===== src/rtl/frame_rx_if.sv =====
// Handshake, GMII, MAC-side and CRC-unit signals of the frame receiver.
// The receiver itself connects through the slave modport.
interface frame_rx_if;
  logic        fs;
  logic        fd;
  logic        eth_rxrdy;
  logic [7:0]  rxd;
  logic        rxdv;
  logic [7:0]  mac_rxd;
  logic        mac_rxdv;
  logic        crc_clr;
  logic        crc_en;
  logic [7:0]  crc_din;
  logic [31:0] crc;
  logic        frame_ok;
  logic [1:0]  err_code;
  logic [10:0] frame_len;

  modport master (
    output fs, rxd, rxdv, crc,
    input  fd, eth_rxrdy, mac_rxd, mac_rxdv, crc_clr, crc_en, crc_din,
           frame_ok, err_code, frame_len
  );

  modport slave (
    input  fs, rxd, rxdv, crc,
    output fd, eth_rxrdy, mac_rxd, mac_rxdv, crc_clr, crc_en, crc_din,
           frame_ok, err_code, frame_len
  );
endinterface


===== src/rtl/frame_rx.sv =====
// GMII frame receiver: preamble/SFD hunt, FCS-stripped payload forwarding,
// external CRC32 feed and end-of-frame status reporting.
module frame_rx #(
  parameter int unsigned MIN_LEN = 64,
  parameter int unsigned MAX_LEN = 1518,
  parameter int unsigned PRE_MAX = 7
) (
  input  logic       clk,
  input  logic       rst,
  frame_rx_if.slave  bus
);

  localparam int unsigned PW = $clog2(PRE_MAX + 1);
  localparam logic [10:0]   MIN_L = 11'(MIN_LEN);
  localparam logic [10:0]   MAX_L = 11'(MAX_LEN);
  localparam logic [PW-1:0] PRE_M = PW'(PRE_MAX);

  typedef enum logic [2:0] {
    IDLE, WAIT, HUNT, PRE, DATA, CHK, DROP, DONE
  } state_t;

  state_t        state, state_nx;
  logic [PW-1:0] pcnt, pcnt_nx;
  logic [10:0]   cnt, cnt_nx;
  logic [31:0]   sh, sh_nx;
  logic [7:0]    mac_rxd_q, mac_rxd_nx;
  logic          mac_rxdv_q, mac_rxdv_nx;
  logic          crc_clr_q, crc_clr_nx;
  logic          frame_ok_q, frame_ok_nx;
  logic [1:0]    err_q, err_nx;
  logic [10:0]   len_q, len_nx;

  always_ff @(posedge clk or posedge rst) begin
    if (rst) begin
      state      <= IDLE;
      pcnt       <= '0;
      cnt        <= '0;
      sh         <= '0;
      mac_rxd_q  <= '0;
      mac_rxdv_q <= 1'b0;
      crc_clr_q  <= 1'b0;
      frame_ok_q <= 1'b0;
      err_q      <= '0;
      len_q      <= '0;
    end else begin
      state      <= state_nx;
      pcnt       <= pcnt_nx;
      cnt        <= cnt_nx;
      sh         <= sh_nx;
      mac_rxd_q  <= mac_rxd_nx;
      mac_rxdv_q <= mac_rxdv_nx;
      crc_clr_q  <= crc_clr_nx;
      frame_ok_q <= frame_ok_nx;
      err_q      <= err_nx;
      len_q      <= len_nx;
    end
  end

  always_comb begin
    state_nx    = state;
    pcnt_nx     = pcnt;
    cnt_nx      = cnt;
    sh_nx       = sh;
    mac_rxd_nx  = mac_rxd_q;
    mac_rxdv_nx = 1'b0;
    crc_clr_nx  = 1'b0;
    frame_ok_nx = frame_ok_q;
    err_nx      = err_q;
    len_nx      = len_q;

    unique case (state)
      IDLE: state_nx = WAIT;

      WAIT: if (bus.fs && !bus.rxdv) state_nx = HUNT;

      HUNT: begin
        if (!bus.fs) begin
          state_nx = WAIT;
        end else if (bus.rxdv) begin
          if (bus.rxd == 8'h55) begin
            state_nx = PRE;
            pcnt_nx  = PW'(1);
          end else begin
            state_nx = DROP;
          end
        end
      end

      PRE: begin
        if (!bus.rxdv) begin
          state_nx = HUNT;
        end else if (bus.rxd == 8'h55) begin
          if (pcnt < PRE_M) pcnt_nx = pcnt + PW'(1);
          else              state_nx = DROP;
        end else if (bus.rxd == 8'hD5) begin
          state_nx   = DATA;
          crc_clr_nx = 1'b1;
          cnt_nx     = '0;
        end else begin
          state_nx = DROP;
        end
      end

      DATA: begin
        if (bus.rxdv) begin
          sh_nx  = {sh[23:0], bus.rxd};
          cnt_nx = (cnt == '1) ? cnt : cnt + 11'd1;
          // Four-byte delay line: a byte leaves the top of sh only once four
          // newer bytes exist, so the trailing FCS is never forwarded.
          if (cnt >= 11'd4 && cnt < MAX_L) begin
            mac_rxd_nx  = sh[31:24];
            mac_rxdv_nx = 1'b1;
          end
        end else begin
          state_nx = CHK;
        end
      end

      CHK: begin
        state_nx = DONE;
        if (cnt < MIN_L)      err_nx = 2'd2;
        else if (cnt > MAX_L) err_nx = 2'd3;
        else if (bus.crc != sh) err_nx = 2'd1;
        else                  err_nx = 2'd0;
        frame_ok_nx = (err_nx == 2'd0);
        len_nx      = (cnt < 11'd4) ? '0 : cnt - 11'd4;
      end

      DROP: if (!bus.rxdv) state_nx = HUNT;

      DONE: if (!bus.fs) state_nx = WAIT;

      default: state_nx = IDLE;
    endcase
  end

  assign bus.fd        = (state == DONE);
  assign bus.eth_rxrdy = (state == HUNT);
  assign bus.mac_rxd   = mac_rxd_q;
  assign bus.mac_rxdv  = mac_rxdv_q;
  assign bus.crc_din   = mac_rxd_q;
  assign bus.crc_en    = mac_rxdv_q;
  assign bus.crc_clr   = crc_clr_q;
  assign bus.frame_ok  = frame_ok_q;
  assign bus.err_code  = err_q;
  assign bus.frame_len = len_q;

endmodule


===== src/flat_wrapper.sv =====
// flat-port wrapper written by rule: the top's interface ports become plain ports
module frame_rx_flat 
#(
  parameter int unsigned MIN_LEN = 64,
  parameter int unsigned MAX_LEN = 1518,
  parameter int unsigned PRE_MAX = 7
)
  (clk, rst, bus_fs, bus_rxd, bus_rxdv, bus_crc, bus_fd, bus_eth_rxrdy, bus_mac_rxd, bus_mac_rxdv, bus_crc_clr, bus_crc_en, bus_crc_din, bus_frame_ok, bus_err_code, bus_frame_len);
  frame_rx_if bus_i ();
  input  logic clk;
  input  logic rst;
  input wire logic [$bits(bus_i.fs)-1:0] bus_fs;
  input wire logic [$bits(bus_i.rxd)-1:0] bus_rxd;
  input wire logic [$bits(bus_i.rxdv)-1:0] bus_rxdv;
  input wire logic [$bits(bus_i.crc)-1:0] bus_crc;
  output wire logic [$bits(bus_i.fd)-1:0] bus_fd;
  output wire logic [$bits(bus_i.eth_rxrdy)-1:0] bus_eth_rxrdy;
  output wire logic [$bits(bus_i.mac_rxd)-1:0] bus_mac_rxd;
  output wire logic [$bits(bus_i.mac_rxdv)-1:0] bus_mac_rxdv;
  output wire logic [$bits(bus_i.crc_clr)-1:0] bus_crc_clr;
  output wire logic [$bits(bus_i.crc_en)-1:0] bus_crc_en;
  output wire logic [$bits(bus_i.crc_din)-1:0] bus_crc_din;
  output wire logic [$bits(bus_i.frame_ok)-1:0] bus_frame_ok;
  output wire logic [$bits(bus_i.err_code)-1:0] bus_err_code;
  output wire logic [$bits(bus_i.frame_len)-1:0] bus_frame_len;
  assign bus_i.fs = bus_fs;
  assign bus_i.rxd = bus_rxd;
  assign bus_i.rxdv = bus_rxdv;
  assign bus_i.crc = bus_crc;
  assign bus_fd = bus_i.fd;
  assign bus_eth_rxrdy = bus_i.eth_rxrdy;
  assign bus_mac_rxd = bus_i.mac_rxd;
  assign bus_mac_rxdv = bus_i.mac_rxdv;
  assign bus_crc_clr = bus_i.crc_clr;
  assign bus_crc_en = bus_i.crc_en;
  assign bus_crc_din = bus_i.crc_din;
  assign bus_frame_ok = bus_i.frame_ok;
  assign bus_err_code = bus_i.err_code;
  assign bus_frame_len = bus_i.frame_len;
  frame_rx #(.MIN_LEN(MIN_LEN), .MAX_LEN(MAX_LEN), .PRE_MAX(PRE_MAX)) u_core (.clk(clk), .rst(rst), .bus(bus_i));
endmodule

===== config.mk =====
export PLATFORM = sky130hd
export DESIGN_NAME = frame_rx_flat
export DESIGN_NICKNAME = d
export VERILOG_FILES = /design/src/rtl/frame_rx_if.sv /design/src/rtl/frame_rx.sv /design/src/flat_wrapper.sv
export SDC_FILE = /design/constraint.sdc
export NUM_CORES = 1
export LEC_CHECK = 0
export ABC_AREA = 1
export BUFFER_PORTS_ARGS = -buffer_cell sky130_fd_sc_hd__buf_2
export CAP_MARGIN = 5
export CORE_AREA = 5 5 81 102
export CTS_BUF_LIST = sky130_fd_sc_hd__clkbuf_8
export DETAILED_ROUTE_END_ITERATION = 10
export DIE_AREA = 0 0 86 107
export PLACE_DENSITY = 0.91
export SYNTH_ARGS = -nofsm -noshare
export SYNTH_HDL_FRONTEND = slang
export SYNTH_SLANG_ARGS = --single-unit

===== constraint.sdc =====
create_clock -name clk -period 2.85 [get_ports clk]
set_input_delay 0.285 -clock clk [delete_from_list [all_inputs] [get_ports clk]]
set_output_delay 0.285 -clock clk [all_outputs]
set_load 0.005 [all_outputs]

==> impl_results.md <==
* Result of the run: complete, no violations
* Count of routing violations after the opening detailed-route iteration at roughly 250
* Post-synth top area share at 46.07%
* Type of the worst min-delay path: in -> reg
* Cell taking the most area after synthesis: sky130_fd_sc_hd__dfrtp_1
* Final antenna-violating net count at 0
* Fraction of final layout cells with drive strength greater than 1 at slightly above 20%
* Number of max-cap violations at 0
* Cell area after placement at 4355 um^2
* Distinct cells, synth at 33
* WP data arrival at between 2 and 2.5 ns
* Slew at the pin closest to its max-slew limit at around 0.9 ns
* Xor/xnor cell area share of the yosys netlist at between 7 and 8%
* CP startpoint kind: register
* Multi-input logic area at around 1800 um^2
* Clock latency on the worst-skew pair at 0.35 ns
* Synthesized-area fraction occupied by ao, oa, aoi and oai cells at around 8.0%
* Detailed-route DRC error count at 0
* Maximum clock skew at final layout at about 0.016 ns
* Simple logic cell fraction of the synthesized area at between 20% and 30%
* Final-report hold violation count at 0
* Proportion of register bits with asynchronous set or reset after synthesis at between 90% and 100%
* Clk sink count at 73
* Final-layout fill cell count at 590
* Pin count of the biggest net entering global routing at between 70 and 80
* Number of endpoints failing setup at the final stage at 0
* Total wire length at 8.755 mm
* Via count of the first global-routing pass at 3286
* Mux cell area share after synthesis at 0%
* Chip Height at around 110 um
* Number of buffers between clock root and the deepest sink at 2
* Post-route design area at 4573 um^2
* Worst Path Required at a little over 3 ns
* Final cycle utilization of the critical path at 65.96%
* Top cells by area in the synthesized netlist: sky130_fd_sc_hd__dfrtp_1, sky130_fd_sc_hd__nand2_1, sky130_fd_sc_hd__xnor2_1, sky130_fd_sc_hd__o21ai_0, sky130_fd_sc_hd__inv_1
* Overflow left after global routing at 0
* Post-cts gate resize count at 0
* Remaining max-slew budget at the tightest pin at between 40% and 50%
* Initial core utilization at approximately 55%
* Vias per inst at about 5
* Register bit count reported by yosys at 73
* Element type at the critical path end: register
* Adder and majority cell fraction of the synthesized area at under 10%
* Power density relative to cell area at approximately 750 nW/um^2
* Area taken by flip-flops and latches at 1827 um^2
* Quantity of hold-fixing buffers added after cts at 0
* Total negative slack at 0 ns
* Sequential share of the synthesized area at between 40% and 50%
* CP Class: reg -> reg
* DRT Pass-1 Iters at 5
* Root buf cell: sky130_fd_sc_hd__clkbuf_8
* Average instance area after synthesis at 7.805 um^2
* Most used flip-flop cell after synthesis: sky130_fd_sc_hd__dfrtp_1
* Total nets after synthesis at 557
* I/O pin total at a little under 80
* Floorplan row count at 35
* Total power after layout at 3.407 mW
* Layout Area Growth over Synthesis at 15.34%
* Core area at about 7200 um^2
* Pins Over Slew Limit at 0
* Highest achievable clock rate at 531.9 MHz
* TritonCTS clock tree: yes
* DR WL/cell at roughly 13 um
* Static leakage at roughly 2.4 nW
* Setup repair after global routing missed its margin: no
* Wire length of the first global-routing pass at between 10 and 15 mm
* Largest fanout on the critical path at 13
* Clock-pin transition on the worst setup and hold timing paths at roughly 0.080 ns
* Detailed Place HPWL at about 6.4 mm
* CTS Buf Count at 9
* Number of setup buffers added after CTS at 0
* Post-layout min period at 1.880 ns
* Initial antenna violation count at 0
* Diode insertion count for antenna repair at 0
* Post-synthesis instance area at approximately 4000 um^2
* Number of flops mapped to enable cells by yosys at 0
* Worst-case vdd ir drop at around 0.42 mV
* Full die area at ~9000 um^2
* Final weighted congestion of routability-driven global placement at 0.8932
* Die width at ~86 um
* Count of mapped cells out of synthesis at between 500 and 600
* Final layout net count at roughly 630
* Main combinational cell family by area after synthesis: simple AND/OR/NAND/NOR gates
* Yosys warning total at 0
* I/O Buffers at 78
* Combined global-route utilization of all metal layers at 20.10%
* Number of H-tree levels at 3
* Total via count in the routed design at between 3k and 4k
-- metrics by stage --
stage	hold WS (ns)	util (%)	setup slack [ns]	instances
global placement	0.4667	60.28	1.112	659
global route	0.1451	63.29	0.8365	675
CTS	0.1470	63.29	0.9807	675
floorplan	0.4017	-	0.7117	508
finish	0.1563	63.29	0.9700	675
detailed placement	0.4687	60.28	1.056	659
-- final cells by class --
type,count,share of cell area (%)
Sequential cell,73,39.95
Multi-Input combinational cell,361,39.56
Timing Repair Buffer,80,8.865
Inverter,53,4.350
Clock buffer,9,2.709
Tap cell,92,2.517
Clock inverter,7,2.052
-- cells by family after synthesis --
kind of cell             Yosys count
AO/OA/AOI/OAI                     53
XOR/XNOR                          35
adder cells (fa/ha/maj)            5
buffers and inverters             74
flip-flops                        73
AND/OR/NAND/NOR                  268
-- report_power, final --
group,switching [mW],internal [mW]
logic,0.600,0.403
clock network,0.393,0.493
registers,0.234,1.28
total,1.23,2.18
-- metal layers --
metal	vias up	GRT usage, %	routed length, um
li1	1724	-	-
met1	1611	24.41	3604
met2	131	34.67	4472
met3	12	4.151	531
met4	0	7.692	146
met5	-	0	0
-- registers in the layout, indices dropped and copies added (netlist names) --
register,cells
u_core.pcnt,3
u_core.cnt,11
u_core.bus.err_code,2
u_core.bus.frame_len,11
u_core.state,3
u_core.bus.frame_ok,1
u_core.sh,32
u_core.bus.crc_din,8
u_core.bus.crc_clr,1
u_core.bus.crc_en,1
-- worst max-delay path: stages (launching register included) --
cell and delay [ns]:
sky130_fd_sc_hd__dfrtp_1 0.48, sky130_fd_sc_hd__inv_2 0.17, sky130_fd_sc_hd__nand4_1 0.23, sky130_fd_sc_hd__nor2_1 0.26, sky130_fd_sc_hd__nand2_1 0.12, sky130_fd_sc_hd__nand3_2 0.21
sky130_fd_sc_hd__inv_1 0.14, sky130_fd_sc_hd__nand2_1 0.10, sky130_fd_sc_hd__nand2_1 0.06
-- Yosys cell counts (2+ instances only) --
master	number
sky130_fd_sc_hd__inv_1	47
sky130_fd_sc_hd__nor2_2	8
sky130_fd_sc_hd__nor3_1	6
sky130_fd_sc_hd__ha_1	5
sky130_fd_sc_hd__nor2_1	30
sky130_fd_sc_hd__nand3b_1	4
sky130_fd_sc_hd__o21ai_2	4
sky130_fd_sc_hd__buf_2	2
sky130_fd_sc_hd__inv_2	6
sky130_fd_sc_hd__o21ai_0	36
sky130_fd_sc_hd__clkbuf_1	7
sky130_fd_sc_hd__nand3_1	18
sky130_fd_sc_hd__a22o_1	3
sky130_fd_sc_hd__dfrtp_1	73
sky130_fd_sc_hd__buf_4	11
sky130_fd_sc_hd__xnor2_1	27
sky130_fd_sc_hd__nand4_1	8
sky130_fd_sc_hd__o21ai_1	2
sky130_fd_sc_hd__nand2_1	189
sky130_fd_sc_hd__xor2_1	8
sky130_fd_sc_hd__a21oi_1	2
-- cell usage in the layout, fill, tap and decap left out, types with 2 or more instances in the layout --
cell,synthesis,final
sky130_fd_sc_hd__nand2_1,189,189
sky130_fd_sc_hd__xor2_1,8,8
sky130_fd_sc_hd__a22o_1,3,3
sky130_fd_sc_hd__ha_1,5,5
sky130_fd_sc_hd__inv_2,6,7
sky130_fd_sc_hd__nor2_2,8,8
sky130_fd_sc_hd__nand3_1,18,18
sky130_fd_sc_hd__nand4_1,8,8
sky130_fd_sc_hd__clkbuf_8,0,9
sky130_fd_sc_hd__dfrtp_1,73,73
sky130_fd_sc_hd__inv_1,47,47
sky130_fd_sc_hd__o21ai_1,2,2
sky130_fd_sc_hd__nor2_1,30,30
sky130_fd_sc_hd__a21oi_1,2,2
sky130_fd_sc_hd__xnor2_1,27,27
sky130_fd_sc_hd__o21ai_2,4,4
sky130_fd_sc_hd__nand3b_1,4,4
sky130_fd_sc_hd__nor3_1,6,6
sky130_fd_sc_hd__buf_4,11,2
sky130_fd_sc_hd__bufinv_16,0,2
sky130_fd_sc_hd__buf_2,2,78
sky130_fd_sc_hd__o21ai_0,36,36
-- path summary, 6_finish.rpt --
check	depth (start not counted)	slack [ns]	from	endpoint
setup / recovery	8	0.97	u_core.cnt[4]	u_core.bus.crc_din[6]
max in group asynchronous	3	2.06	rst	u_core.cnt[5]
min in group asynchronous	3	0.20	rst	u_core.bus.frame_len[2]
setup reg to reg	8	0.97	u_core.cnt[4]	u_core.bus.crc_din[6]
hold reg to reg	2	0.48	u_core.bus.err_code[0]	u_core.bus.err_code[0]
hold / removal	3	0.16	bus_rxd[2]	u_core.sh[2]
No activity file was read; power rests on OpenSTA's default activity.
